File: config.mk
export PLATFORM = sky130hd
export DESIGN_NAME = motor_ctrl_nch
export DESIGN_NICKNAME = d
export VERILOG_FILES = /design/src/rtl/motor_ctrl_nch.sv
export SDC_FILE = /design/constraint.sdc
export NUM_CORES = 1
export LEC_CHECK = 0
export ABC_AREA = 0
export CAP_MARGIN = 30
export CORE_ASPECT_RATIO = 1.4
export CORE_MARGIN = 10
export CORE_UTILIZATION = 49
export DETAILED_ROUTE_END_ITERATION = 7
export HOLD_SLACK_MARGIN = 0.12
export MAX_ROUTING_LAYER = met4
export PLACE_DENSITY = 0.77
export SETUP_SLACK_MARGIN = 0.02
export SLEW_MARGIN = 40
export SYNTH_ARGS = -nofsm -noshare
export SYNTH_HDL_FRONTEND = slang
export SYNTH_SLANG_ARGS = --single-unit
File: constraint.sdc
create_clock -name PCLK -period 2.7 [get_ports PCLK]
set_input_delay 0.27 -clock PCLK [delete_from_list [all_inputs] [get_ports PCLK]]
set_output_delay 0.27 -clock PCLK [all_outputs]
set_load 0.01 [all_outputs]
File: src/rtl/motor_ctrl_nch.sv
// APB3 slave for NCH motor channels: shadowed PWM duty, H-bridge direction bits,
// x4 quadrature position counters and windowed velocity capture.
module motor_ctrl_nch #(
  parameter int NCH     = 2,
  parameter int PWM_W   = 19,
  parameter int PERIOD  = 500000,
  parameter int POS_W   = 16,
  parameter int VEL_WIN = 25000000
) (
  input  logic               PCLK,
  input  logic               PRESERN,
  input  logic               PSEL,
  input  logic               PENABLE,
  input  logic               PWRITE,
  input  logic [31:0]        PADDR,
  input  logic [31:0]        PWDATA,
  output logic [31:0]        PRDATA,
  output logic               PREADY,
  output logic               PSLVERR,
  output logic [NCH-1:0]     pwm,
  output logic [2*NCH-1:0]   dir_ab,
  input  logic [NCH-1:0]     enc_a,
  input  logic [NCH-1:0]     enc_b
);

  localparam int               WIN_W    = (VEL_WIN > 1) ? $clog2(VEL_WIN) : 1;
  localparam logic [PWM_W-1:0] CNT_LAST = PWM_W'(PERIOD - 1);
  localparam logic [WIN_W-1:0] WIN_LAST = WIN_W'(VEL_WIN - 1);
  localparam logic [3:0]       NCH_L    = 4'(NCH);

  localparam logic [7:0] OFF_CTRL = 8'h00;
  localparam logic [7:0] OFF_DIR  = 8'h04;
  localparam logic [7:0] OFF_STAT = 8'h0C;
  localparam logic [3:0] SUB_DUTY = 4'h0;
  localparam logic [3:0] SUB_POS  = 4'h4;
  localparam logic [3:0] SUB_VEL  = 4'h8;

  // ---------------------------------------------------------------- decode
  logic [7:0] off;
  logic [3:0] grp, sub, ch;
  logic       ch_ok, sub_rw, map_wr, map_rd, wr_en;
  logic       wr_ctrl, wr_dir, wr_stat;

  assign off    = PADDR[7:0];
  assign grp    = off[7:4];
  assign sub    = off[3:0];
  assign ch     = grp - 4'd2;
  assign ch_ok  = (grp >= 4'd2) && (ch < NCH_L);
  assign sub_rw = ch_ok && ((sub == SUB_DUTY) || (sub == SUB_POS));
  assign map_wr = (off == OFF_CTRL) || (off == OFF_DIR) || (off == OFF_STAT) || sub_rw;
  assign map_rd = map_wr || (ch_ok && (sub == SUB_VEL));

  assign PREADY  = 1'b1;
  assign PSLVERR = PSEL & PENABLE & (PWRITE ? ~map_wr : ~map_rd);

  assign wr_en   = PSEL & PENABLE & PWRITE & map_wr;
  assign wr_ctrl = wr_en & (off == OFF_CTRL);
  assign wr_dir  = wr_en & (off == OFF_DIR);
  assign wr_stat = wr_en & (off == OFF_STAT);

  logic unused_bits;
  assign unused_bits = ^{PADDR[31:8], PWDATA};

  // ------------------------------------------------------- shared registers
  logic [NCH-1:0]   en, stat, ill, stat_clr;
  logic [2*NCH-1:0] dir;
  logic [PWM_W-1:0] cnt;
  logic [WIN_W-1:0] win;
  logic             period_end, win_end;

  assign period_end = (cnt == CNT_LAST);
  assign win_end    = (win == WIN_LAST);
  assign stat_clr   = wr_stat ? PWDATA[NCH-1:0] : '0;
  assign dir_ab     = dir;

  always_ff @(posedge PCLK or negedge PRESERN) begin
    if (!PRESERN) begin
      en   <= '0;
      dir  <= '0;
      stat <= '0;
      cnt  <= '0;
      win  <= '0;
    end else begin
      if (wr_ctrl) en  <= PWDATA[NCH-1:0];
      if (wr_dir)  dir <= PWDATA[2*NCH-1:0];
      // a new illegal transition outranks a simultaneous W1C clear
      stat <= (stat & ~stat_clr) | ill;
      cnt  <= period_end ? '0 : cnt + PWM_W'(1);
      win  <= win_end    ? '0 : win + WIN_W'(1);
    end
  end

  // encoder synchronisers and previous-state registers
  logic [NCH-1:0] a_s1, a_s2, b_s1, b_s2, a_prev, b_prev;

  always_ff @(posedge PCLK or negedge PRESERN) begin
    if (!PRESERN) begin
      a_s1   <= '0;
      a_s2   <= '0;
      b_s1   <= '0;
      b_s2   <= '0;
      a_prev <= '0;
      b_prev <= '0;
    end else begin
      a_s1   <= enc_a;
      a_s2   <= a_s1;
      b_s1   <= enc_b;
      b_s2   <= b_s1;
      a_prev <= a_s2;
      b_prev <= b_s2;
    end
  end

  // ----------------------------------------------------------- per channel
  logic [NCH-1:0][PWM_W-1:0] duty_v;
  logic [NCH-1:0][POS_W-1:0] pos_v, vel_v;

  for (genvar n = 0; n < NCH; n++) begin : g_ch
    logic [1:0]       cur, prv;
    logic             inc, dec, wr_duty, wr_pos, pwm_q;
    logic [PWM_W-1:0] shadow, active;
    logic [POS_W-1:0] pos, snap, vel;

    assign cur     = {a_s2[n], b_s2[n]};
    assign prv     = {a_prev[n], b_prev[n]};
    assign ill[n]  = ((prv ^ cur) == 2'b11);
    assign wr_duty = wr_en & ch_ok & (ch == 4'(n)) & (sub == SUB_DUTY);
    assign wr_pos  = wr_en & ch_ok & (ch == 4'(n)) & (sub == SUB_POS);

    always_comb begin
      inc = 1'b0;
      dec = 1'b0;
      case ({prv, cur})
        4'b00_01, 4'b01_11, 4'b11_10, 4'b10_00: inc = 1'b1;
        4'b01_00, 4'b11_01, 4'b10_11, 4'b00_10: dec = 1'b1;
        default: ;
      endcase
    end

    always_ff @(posedge PCLK or negedge PRESERN) begin
      if (!PRESERN) begin
        shadow <= '0;
        active <= '0;
        pwm_q  <= 1'b0;
        pos    <= '0;
        snap   <= '0;
        vel    <= '0;
      end else begin
        if (wr_duty)    shadow <= PWDATA[PWM_W-1:0];
        if (period_end) active <= shadow;
        pwm_q <= en[n] & (cnt < active);
        // a bus preset discards any encoder step in the same cycle
        if (wr_pos)   pos <= PWDATA[POS_W-1:0];
        else if (inc) pos <= pos + POS_W'(1);
        else if (dec) pos <= pos - POS_W'(1);
        if (wr_pos)       snap <= PWDATA[POS_W-1:0];
        else if (win_end) snap <= pos;
        if (win_end) vel <= pos - snap;
      end
    end

    assign pwm[n]    = pwm_q;
    assign duty_v[n] = shadow;
    assign pos_v[n]  = pos;
    assign vel_v[n]  = vel;
  end

  // ------------------------------------------------------------ read mux
  always_comb begin
    PRDATA = '0;
    if (PSEL && !PWRITE) begin
      case (off)
        OFF_CTRL: PRDATA = 32'(en);
        OFF_DIR:  PRDATA = 32'(dir);
        OFF_STAT: PRDATA = 32'(stat);
        default: begin
          for (int unsigned n = 0; n < NCH; n++) begin
            if (ch_ok && (ch == 4'(n))) begin
              case (sub)
                SUB_DUTY: PRDATA = 32'(duty_v[n]);
                SUB_POS:  PRDATA = 32'(pos_v[n]);
                SUB_VEL:  PRDATA = 32'(vel_v[n]);
                default:  ;
              endcase
            end
          end
        end
      endcase
    end
  end

endmodule

==> key figures, run 1 <==
Global routing
  • Initial antenna violation count: 0
  • GRT overflow: 0
  • Largest net degree at the start of global routing: 96
  • Gr usage total: 0.2313
  • First-pass GRT wire length: roughly 70 mm
  • Number of global-route vias before repair: roughly 13000

Setup path
  • Kind of critical path: reg -> reg
  • Setup slack, reg-to-reg: -0.02 ns
  • Crit. End Element: flip-flop
  • Arr. time, crit path: 3.14 ns
  • CP Buf/Inv Count: 2
  • CP max stage delay: just over 0.4 ns
  • CP Launch Type: flip-flop
  • Crit-path leading delay family: compound AO/OA/AOI/OAI gates
  • Data required, critical path: between 3 and 4 ns
  • Critical path's slowest cell: dfrtp_1
  • Crit path cell chain: xnor2_1 -> nand2_2 -> buf_6 -> ha_2 -> buf_4 -> o211ai_1 -> a211oi_2 -> a21oi_2 -> mux2i_1 -> nor4b_1 -> or3_1
  • CP max FO: 7

Clock tree
  • Clock-pin slew on the worst setup and hold paths: approximately 0.060 ns
  • Clock Latency Late Sink: approximately 0.55 ns
  • Clock sink count: 238
  • Num CTS Buffers: 26
  • CTS H-tree lvls: 1
  • Longest Clk Path Bufs: 3
  • CTS tree: done
  • Clock root buffer: clkbuf_16

Yosys
  • Post-synth ARST share: 1.000
  • Most used flip-flop cell after synthesis: dfrtp_1
  • Synthesized flop and latch total: around 240
  • Synthesized area: ~0.015 sq mm
  • Post-synthesis sequential area ratio: 0.4022
  • Distinct cells, synth: 65
  • Syn_area_per_cell: roughly 9 sq um
  • Number of enable flip-flop cells after synthesis: 0
  • Synth warnings: 0
  • Mapped Cells: between 1500 and 2000

Route
  • DRT iter0 DRCs: around 1200
  • Post-Route WL: 44.02 mm
  • Drc violations: 0
  • Routed Antenna Nets: 0
  • Via density: roughly 6
  • Via count: 13020
  • First-pass iteration count of the detailed router: 6
  • Wire length per cell: 20.30 um

Floorplanning
  • Core Area: 0.02994 sq mm
  • Die H: approximately 230 um
  • Rows: 75
  • Die area: 0.03767 sq mm
  • Die width: ~170 um
  • Initial Utilization: 0.4946
  • I/O Pins: ~110

Cells and area
  • Area delta synth->final: 21.58%
  • Most frequent cells in the layout: dfrtp_1 (238), nand2_1 (201), o21ai_0 (128), nor2_1 (112), buf_4 (102)
  • Fin nets: roughly 1900
  • Ant. Diodes: 0
  • Layout cells sized above 1: 0.1750
  • Util after Layout: 0.6014
  • Most common cell after layout, fill and taps aside: dfrtp_1

Timing
  • Clk_skew: 0.01008 ns
  • Worst-Margin Slew: between 0.6 and 0.7 ns
  • Worst slew margin: 0.5548
  • Tmin final: ~2.7 ns
  • Total negative slack: -0.02325 ns
  • Fin crit share: 1.009
  • RSZ-0062 raised after global routing: yes
  • Fin. max-slew vios: 0
  • F_max: between 300 and 400 MHz
  • Final Hold Viols: 0
  • Final setup vio count: 1
  • Setup ws final: -0.02325 ns

Pwr
  • Sequential power share: 0.321
  • Switching power total: roughly 0.0049 W
  • Maximum vdd drop: approximately 400 uV
  • Clock power frac: 0.294
  • Final Power: between 0.01 and 0.015 W
  • Pleak: around 8.5 nW
  • Power Dens Cells: 766.8 mW/mm^2
  • Internal power: 0.008920 W
  • Combinational share of power: 0.385
  • Net Sw Frac: 0.3539

Flow run
  • Max Cap Viol: 0

Placed design
  • Placer Congestion: just under 1
  • Port Buf Inserts: 61
  • Pre-CTS setup slack: -0.4858 ns
  • Post-detail-place hpwl: between 30 and 40 mm

Run status
  • Outcome: finished with violations
  • Failing checks: negative setup slack

Hold path
  • Hold Path Class: in -> reg
==> sequential cells by signal, indices dropped and copies added (netlist names), 4 cells and up <==
register     flops
g_ch.pos        32
dir_ab           4
g_ch.vel        32
g_ch.shadow     38
win             25
g_ch.active     38
cnt             19
g_ch.snap       32
==> per-stage QoR <==
| step | cell area (sq um) | cells | hold slack [ns] |
|---|---|---|---|
| floorplan | 14860 | 1632 | -0.02559 |
| global placement | 16560 | 2107 | 0.2906 |
| detailed placement | 16560 | 2107 | 0.3143 |
| CTS | 17720 | 2166 | 0.1485 |
| global route | 18000 | 2168 | 0.1505 |
| finish | 18000 | 2168 | 0.1663 |
==> per-layer routing <==
layer / GRT usage / part of all wire
met1: 0.2674 / 0.40
met2: 0.3931 / 0.50
met3: 0.03079 / 0.058
met4: 0.1059 / 0.046
met5: - / 0
==> final cells by class <==
class | instances | area, sq um
fillers | 2527 | 11930
multi-input cells | 1227 | 8589
flip-flops and latches | 238 | 5956
repair buffers | 183 | 1664
clock buffers | 36 | 769.5
well taps | 385 | 481.7
inverters | 87 | 326.6
clock inverters | 12 | 215.2
==> power groups by stage <==
stage	logic, W	registers (W)	clock network, W
CTS	0.00479	0.00438	0.00412
finish	0.00531	0.00443	0.00406
global route	0.00584	0.00445	0.00428
detailed placement	0.00461	0.00445	0
global placement	0.00450	0.00444	0
floorplan	0.00318	0.00421	0
==> final timing paths <==
kind | end | start | cells after the start
min | a_s1[1] | enc_a[1] | 1
min in group asynchronous | g_ch[0].active[2] | PRESERN | 2
max | g_ch[0].pos[15] | a_s2[0] | 11
min reg2reg | a_s2[1] | a_s1[1] | 0
max in group asynchronous | a_s1[1] | PRESERN | 3
max reg2reg | g_ch[0].pos[15] | a_s2[0] | 11
==> synth_stat cells, types with 20 or more instances <==
library cell / count / share of area
o21ai_0: 138 / 0.047
nand2_1: 203 / 0.051
nand3_1: 49 / 0.017
a211oi_1: 22 / 0.011
buf_4: 20 / 0.010
mux2_2: 58 / 0.044
xnor2_1: 50 / 0.030
and3_1: 24 / 0.010
a21o_1: 37 / 0.019
dfrtp_1: 238 / 0.40
xor2_1: 32 / 0.019
ha_1: 97 / 0.082
nor3_1: 39 / 0.013
inv_1: 87 / 0.022
nor2_1: 114 / 0.029
clkbuf_1: 40 / 0.010
a31oi_1: 42 / 0.018
a21oi_1: 82 / 0.028
mux2i_1: 32 / 0.022
==> what timing repair did <==
action / CTS / global route
gates resized for setup: 66 / 67
setup buffers: 10 / 2
setup endpoints to repair: 32 / 30
pin swaps: 12 / 34
hold buffers: 1 / 0
hold endpoints to repair: 77 / 0
==> worst reg2reg max path, delay by kind of cell, from the launching register on <==
family,cells,cell delay [ns]
mux,1,0.23
xor+xnor,1,0.19
simple gates,3,0.63
buf+inv,2,0.31
fa+ha+maj,1,0.19
compound gates,3,0.64
flops,1,0.41
==> logic make-up (layout without fill, tap and decap cells) <==
| family | after synthesis | after routing | synth area share |
|---|---|---|---|
| AOI/OAI and AO/OA | 408 | 408 | 0.1701 |
| xor gates and xnor gates | 82 | 82 | 0.04850 |
| adders and majority gates | 101 | 101 | 0.08738 |
| buffers and inverters | 167 | 318 | 0.04867 |
| DFF | 238 | 238 | 0.4022 |
| muxes | 96 | 96 | 0.07487 |
| other | 2 | 14 | 0.0005072 |
| and+or+nand+nor | 526 | 526 | 0.1677 |
No activity file was read; power rests on OpenSTA's default activity.
==> run 2, diff against run 1 <==
--- a/config.mk
+++ b/config.mk
@@ -9,11 +9,11 @@
 export CAP_MARGIN = 30
 export CORE_ASPECT_RATIO = 1.4
 export CORE_MARGIN = 10
-export CORE_UTILIZATION = 49
+export CORE_UTILIZATION = 50
 export DETAILED_ROUTE_END_ITERATION = 7
 export HOLD_SLACK_MARGIN = 0.12
 export MAX_ROUTING_LAYER = met4
-export PLACE_DENSITY = 0.77
+export PLACE_DENSITY = 0.79
 export SETUP_SLACK_MARGIN = 0.02
 export SLEW_MARGIN = 40
 export SYNTH_ARGS = -nofsm -noshare
==> run 2 against run 1 <==
Die area shrank 1.8%; largest cell class unchanged; the run still ends with negative setup slack left; non-clock buffer count rose by 22; critical path depth did not move.
==> key figures, run 2 (synthesis gave the netlist of run 1 again) <==
Timing
  • Setup ws final: -0.02285 ns (was -0.02325 ns)
  • Fin. max-slew vios: 0 (unchanged)
  • Clk_skew: 0.02111 ns (was 0.01008 ns)
  • Worst-Margin Slew: 0.6130 ns (was 0.6678 ns)
  • Final Hold Viols: 0 (unchanged)
  • Final setup vio count: 1 (unchanged)
  • Fin crit share: 1.008 (was 1.009)
  • Tmin final: 2.723 ns (about the same)
  • RSZ-0062 raised after global routing: yes (unchanged)
  • Worst slew margin: 0.5876 (was 0.5548)
  • F_max: 367.3 MHz (was 367.2 MHz)

Floorplanning
  • Core Area: 0.02917 sq mm (was 0.02994 sq mm)
  • Die area: 0.03699 sq mm (was 0.03767 sq mm)
  • Die width: 165.4 um (was 166.9 um)
  • Initial Utilization: 0.5077 (was 0.4946)
  • Rows: 74 (was 75)
  • I/O Pins: 113 (unchanged)
  • Die H: 223.6 um (was 225.7 um)

Global routing
  • Initial antenna violation count: 2 (was 0)
  • First-pass GRT wire length: 70.38 mm (was 69.94 mm)
  • Gr usage total: 0.2408 (was 0.2313)
  • Largest net degree at the start of global routing: 69 (was 96)
  • GRT overflow: 0 (unchanged)
  • Number of global-route vias before repair: 13380 (was 13120)

Pwr
  • Pleak: 8.515 nW (was 8.464 nW)
  • Power Dens Cells: 745.8 mW/mm^2 (was 766.8 mW/mm^2)
  • Maximum vdd drop: 370.1 uV (was 402.3 uV)

Clock tree
  • Clock root buffer: clkbuf_16 (unchanged)
  • Clock sink count: 238 (unchanged)
  • Clock Latency Late Sink: 0.54 ns (was 0.55 ns)
  • CTS tree: done (unchanged)
  • Longest Clk Path Bufs: 3 (unchanged)
  • Num CTS Buffers: 25 (was 26)
  • CTS H-tree lvls: 1 (unchanged)
  • Clock-pin slew on the worst setup and hold paths: 0.06 ns (about the same)

Route
  • Routed Antenna Nets: 0 (unchanged)
  • Via density: 6.090 (was 6.004)
  • Via count: 13300 (was 13020)
  • First-pass iteration count of the detailed router: 5 (was 6)
  • Wire length per cell: 20.38 um (was 20.30 um)
  • Drc violations: 0 (unchanged)
  • DRT iter0 DRCs: 1367 (was 1173)
  • Post-Route WL: 44.50 mm (was 44.02 mm)

Placed design
  • Post-detail-place hpwl: 32.55 mm (was 32.17 mm)
  • Placer Congestion: 0.9386 (was 0.9678)
  • Port Buf Inserts: 61 (unchanged)
  • Placed Area: 0.01668 sq mm (was 0.01656 sq mm)

Setup path
  • CP max stage delay: 0.38 ns (was 0.41 ns)
  • Arr. time, crit path: 3.14 ns (about the same)
  • Crit path cell chain: xor2_1 -> nand2_2 -> buf_6 -> ha_4 -> buf_6 -> o211ai_1 -> a211oi_2 -> a21oi_2 -> mux2i_2 -> nor4b_2 -> or3_1 (was xnor2_1 -> nand2_2 -> buf_6 -> ha_2 -> buf_4 -> o211ai_1 -> a211oi_2 -> a21oi_2 -> mux2i_1 -> nor4b_1 -> or3_1)
  • Critical path's slowest cell: dfrtp_1 (unchanged)
  • Data required, critical path: 3.11 ns (was 3.12 ns)
  • Worst R2R Path Depth: 11 (unchanged)
  • Setup slack, reg-to-reg: -0.02 ns (about the same)
  • FF-to-FF Start: a_prev[0] (was a_s2[0])
  • CP Launch Type: flip-flop (unchanged)
  • Crit. End Element: flip-flop (unchanged)
  • FF-to-FF End: g_ch[0].pos[15] (unchanged)
  • Kind of critical path: reg -> reg (unchanged)
  • CP max FO: 7 (unchanged)
  • CP most frequent cell: buf_6

Cells and area
  • Most frequent cells in the layout: dfrtp_1 (237), nand2_1 (201), o21ai_0 (125), buf_4 (116), nor2_1 (113) (was dfrtp_1 (238), nand2_1 (201), o21ai_0 (128), nor2_1 (112), buf_4 (102))
  • Fin nets: 1959 (was 1937)
  • Multi-input gate area: 0.008730 sq mm (was 0.008589 sq mm)
  • Area delta synth->final: 22.92% (was 21.58%)
  • Util after Layout: 0.6240 (was 0.6014)
  • Most common cell after layout, fill and taps aside: dfrtp_1 (unchanged)
  • Final instance area: 0.01820 sq mm (was 0.01800 sq mm)
  • Filler cells: 2376 (was 2527)
  • Largest regs: g_ch.active x38, g_ch.shadow x38 (unchanged)
  • Layout cells sized above 1: 0.1953 (was 0.1750)
  • Sequential cell area: 0.005957 sq mm (was 0.005956 sq mm)

Hold path
  • Hold endpoint: a_s1[0] (was a_s1[1])
  • Hold Path Class: in -> reg (unchanged)
  • Hold_sp: enc_a[0] (was enc_a[1])
  • Worst hold stages: 1 (unchanged)

Flow run
  • Max Cap Viol: 0 (unchanged)

Run status
  • Outcome: finished with violations (unchanged)
  • Failing checks: negative setup slack (unchanged)
==> run 2: cell types whose count changed in the layout (fill, tap and decap cells not counted), sizes merged <==
cell	change
clkbuf	+7
bufinv	-3
clkinv	+1
clkdlybuf4s50	+2
clkinvlp	+1
dlygate4sd2	-6
buf	+18
diode	+2
dlymetal6s2s	-2
nand2	+1
==> run 2: worst max path at each step <==
stage | start | to | slack, ns | cells after the start
5_1_grt | a_prev[0] | g_ch[0].pos[15] | -0.15 | 11
3_5_place_dp | PADDR[5] | PRDATA[11] | -0.56 | 10
2_1_floorplan | a_s2[0] | g_ch[0].pos[15] | 0.03 | 9
6_report | a_prev[0] | g_ch[0].pos[15] | -0.02 | 11
4_1_cts | PADDR[5] | PRDATA[11] | 0.003 | 10
3_3_place_gp | PADDR[5] | PRDATA[4] | -0.47 | 10
==> run 2: critical path, delay by kind of cell, from the launching register on <==
kind,cells,cell delay [ns]
xor gates and xnor gates,1,0.19
adders and majority gates,1,0.17
muxes,1,0.31
and+or+nand+nor,3,0.64
buffers and inverters,2,0.31
AOI/OAI and AO/OA,3,0.61
DFF,1,0.38
==> run 2: power by group <==
part           switching (W)  total (W)  internal, W  leakage [nW]
sequential          0.000607    0.00445      0.00385          3.02
combinational        0.00285    0.00551      0.00267          5.08
clock                0.00146    0.00360      0.00215         0.416
==> run 2: layer usage <==
layer / share of wire / GRT usage / vias to the layer above
met5: 0 / - / -
met2: 0.48 / 0.3830 / 620
met1: 0.38 / 0.2821 / 6423
li1: - / - / 6071
met3: 0.075 / 0.03653 / 186
met4: 0.067 / 0.1431 / 0
==> run 2: metrics by stage <==
| step | TNS, ns | setup WS (ns) | hold slack (ns) | power [W] | instances |
|---|---|---|---|---|---|
| 6_report | -0.02285 | -0.02285 | 0.1761 | 0.01357 | 2184 |
| 5_1_grt | -0.9574 | -0.1481 | 0.1746 | 0.01433 | 2184 |
| 4_1_cts | 0 | 0.002604 | 0.1692 | 0.01306 | 2176 |
| 3_5_place_dp | -8.502 | -0.5584 | 0.2652 | 0.009103 | 2117 |
| 3_3_place_gp | -6.794 | -0.4729 | 0.2700 | 0.008953 | 2117 |
| 2_1_floorplan | 0 | 0.02566 | -0.02559 | 0.007382 | 1632 |
==> run 2: cell type report <==
type,count,area share
multi-input cells,1228,0.4796
flip-flops and latches,238,0.3273
repair buffers,205,0.1016
clock buffers,33,0.03932
well taps,380,0.02612
inverters,87,0.01794
clock inverters,11,0.007768
diodes,2,0.0002750
==> run 2: timing repair <==
| item | CTS | global route |
|---|---|---|
| buffers inserted | 13 | 7 |
| endpoints found under the hold margin | 63 | 0 |
| pin swaps | 26 | 44 |
| hold buffers | 1 | 0 |
| cloned | 1 | 1 |
| resized for setup | 81 | 91 |
| setup endpoints to repair | 32 | 35 |
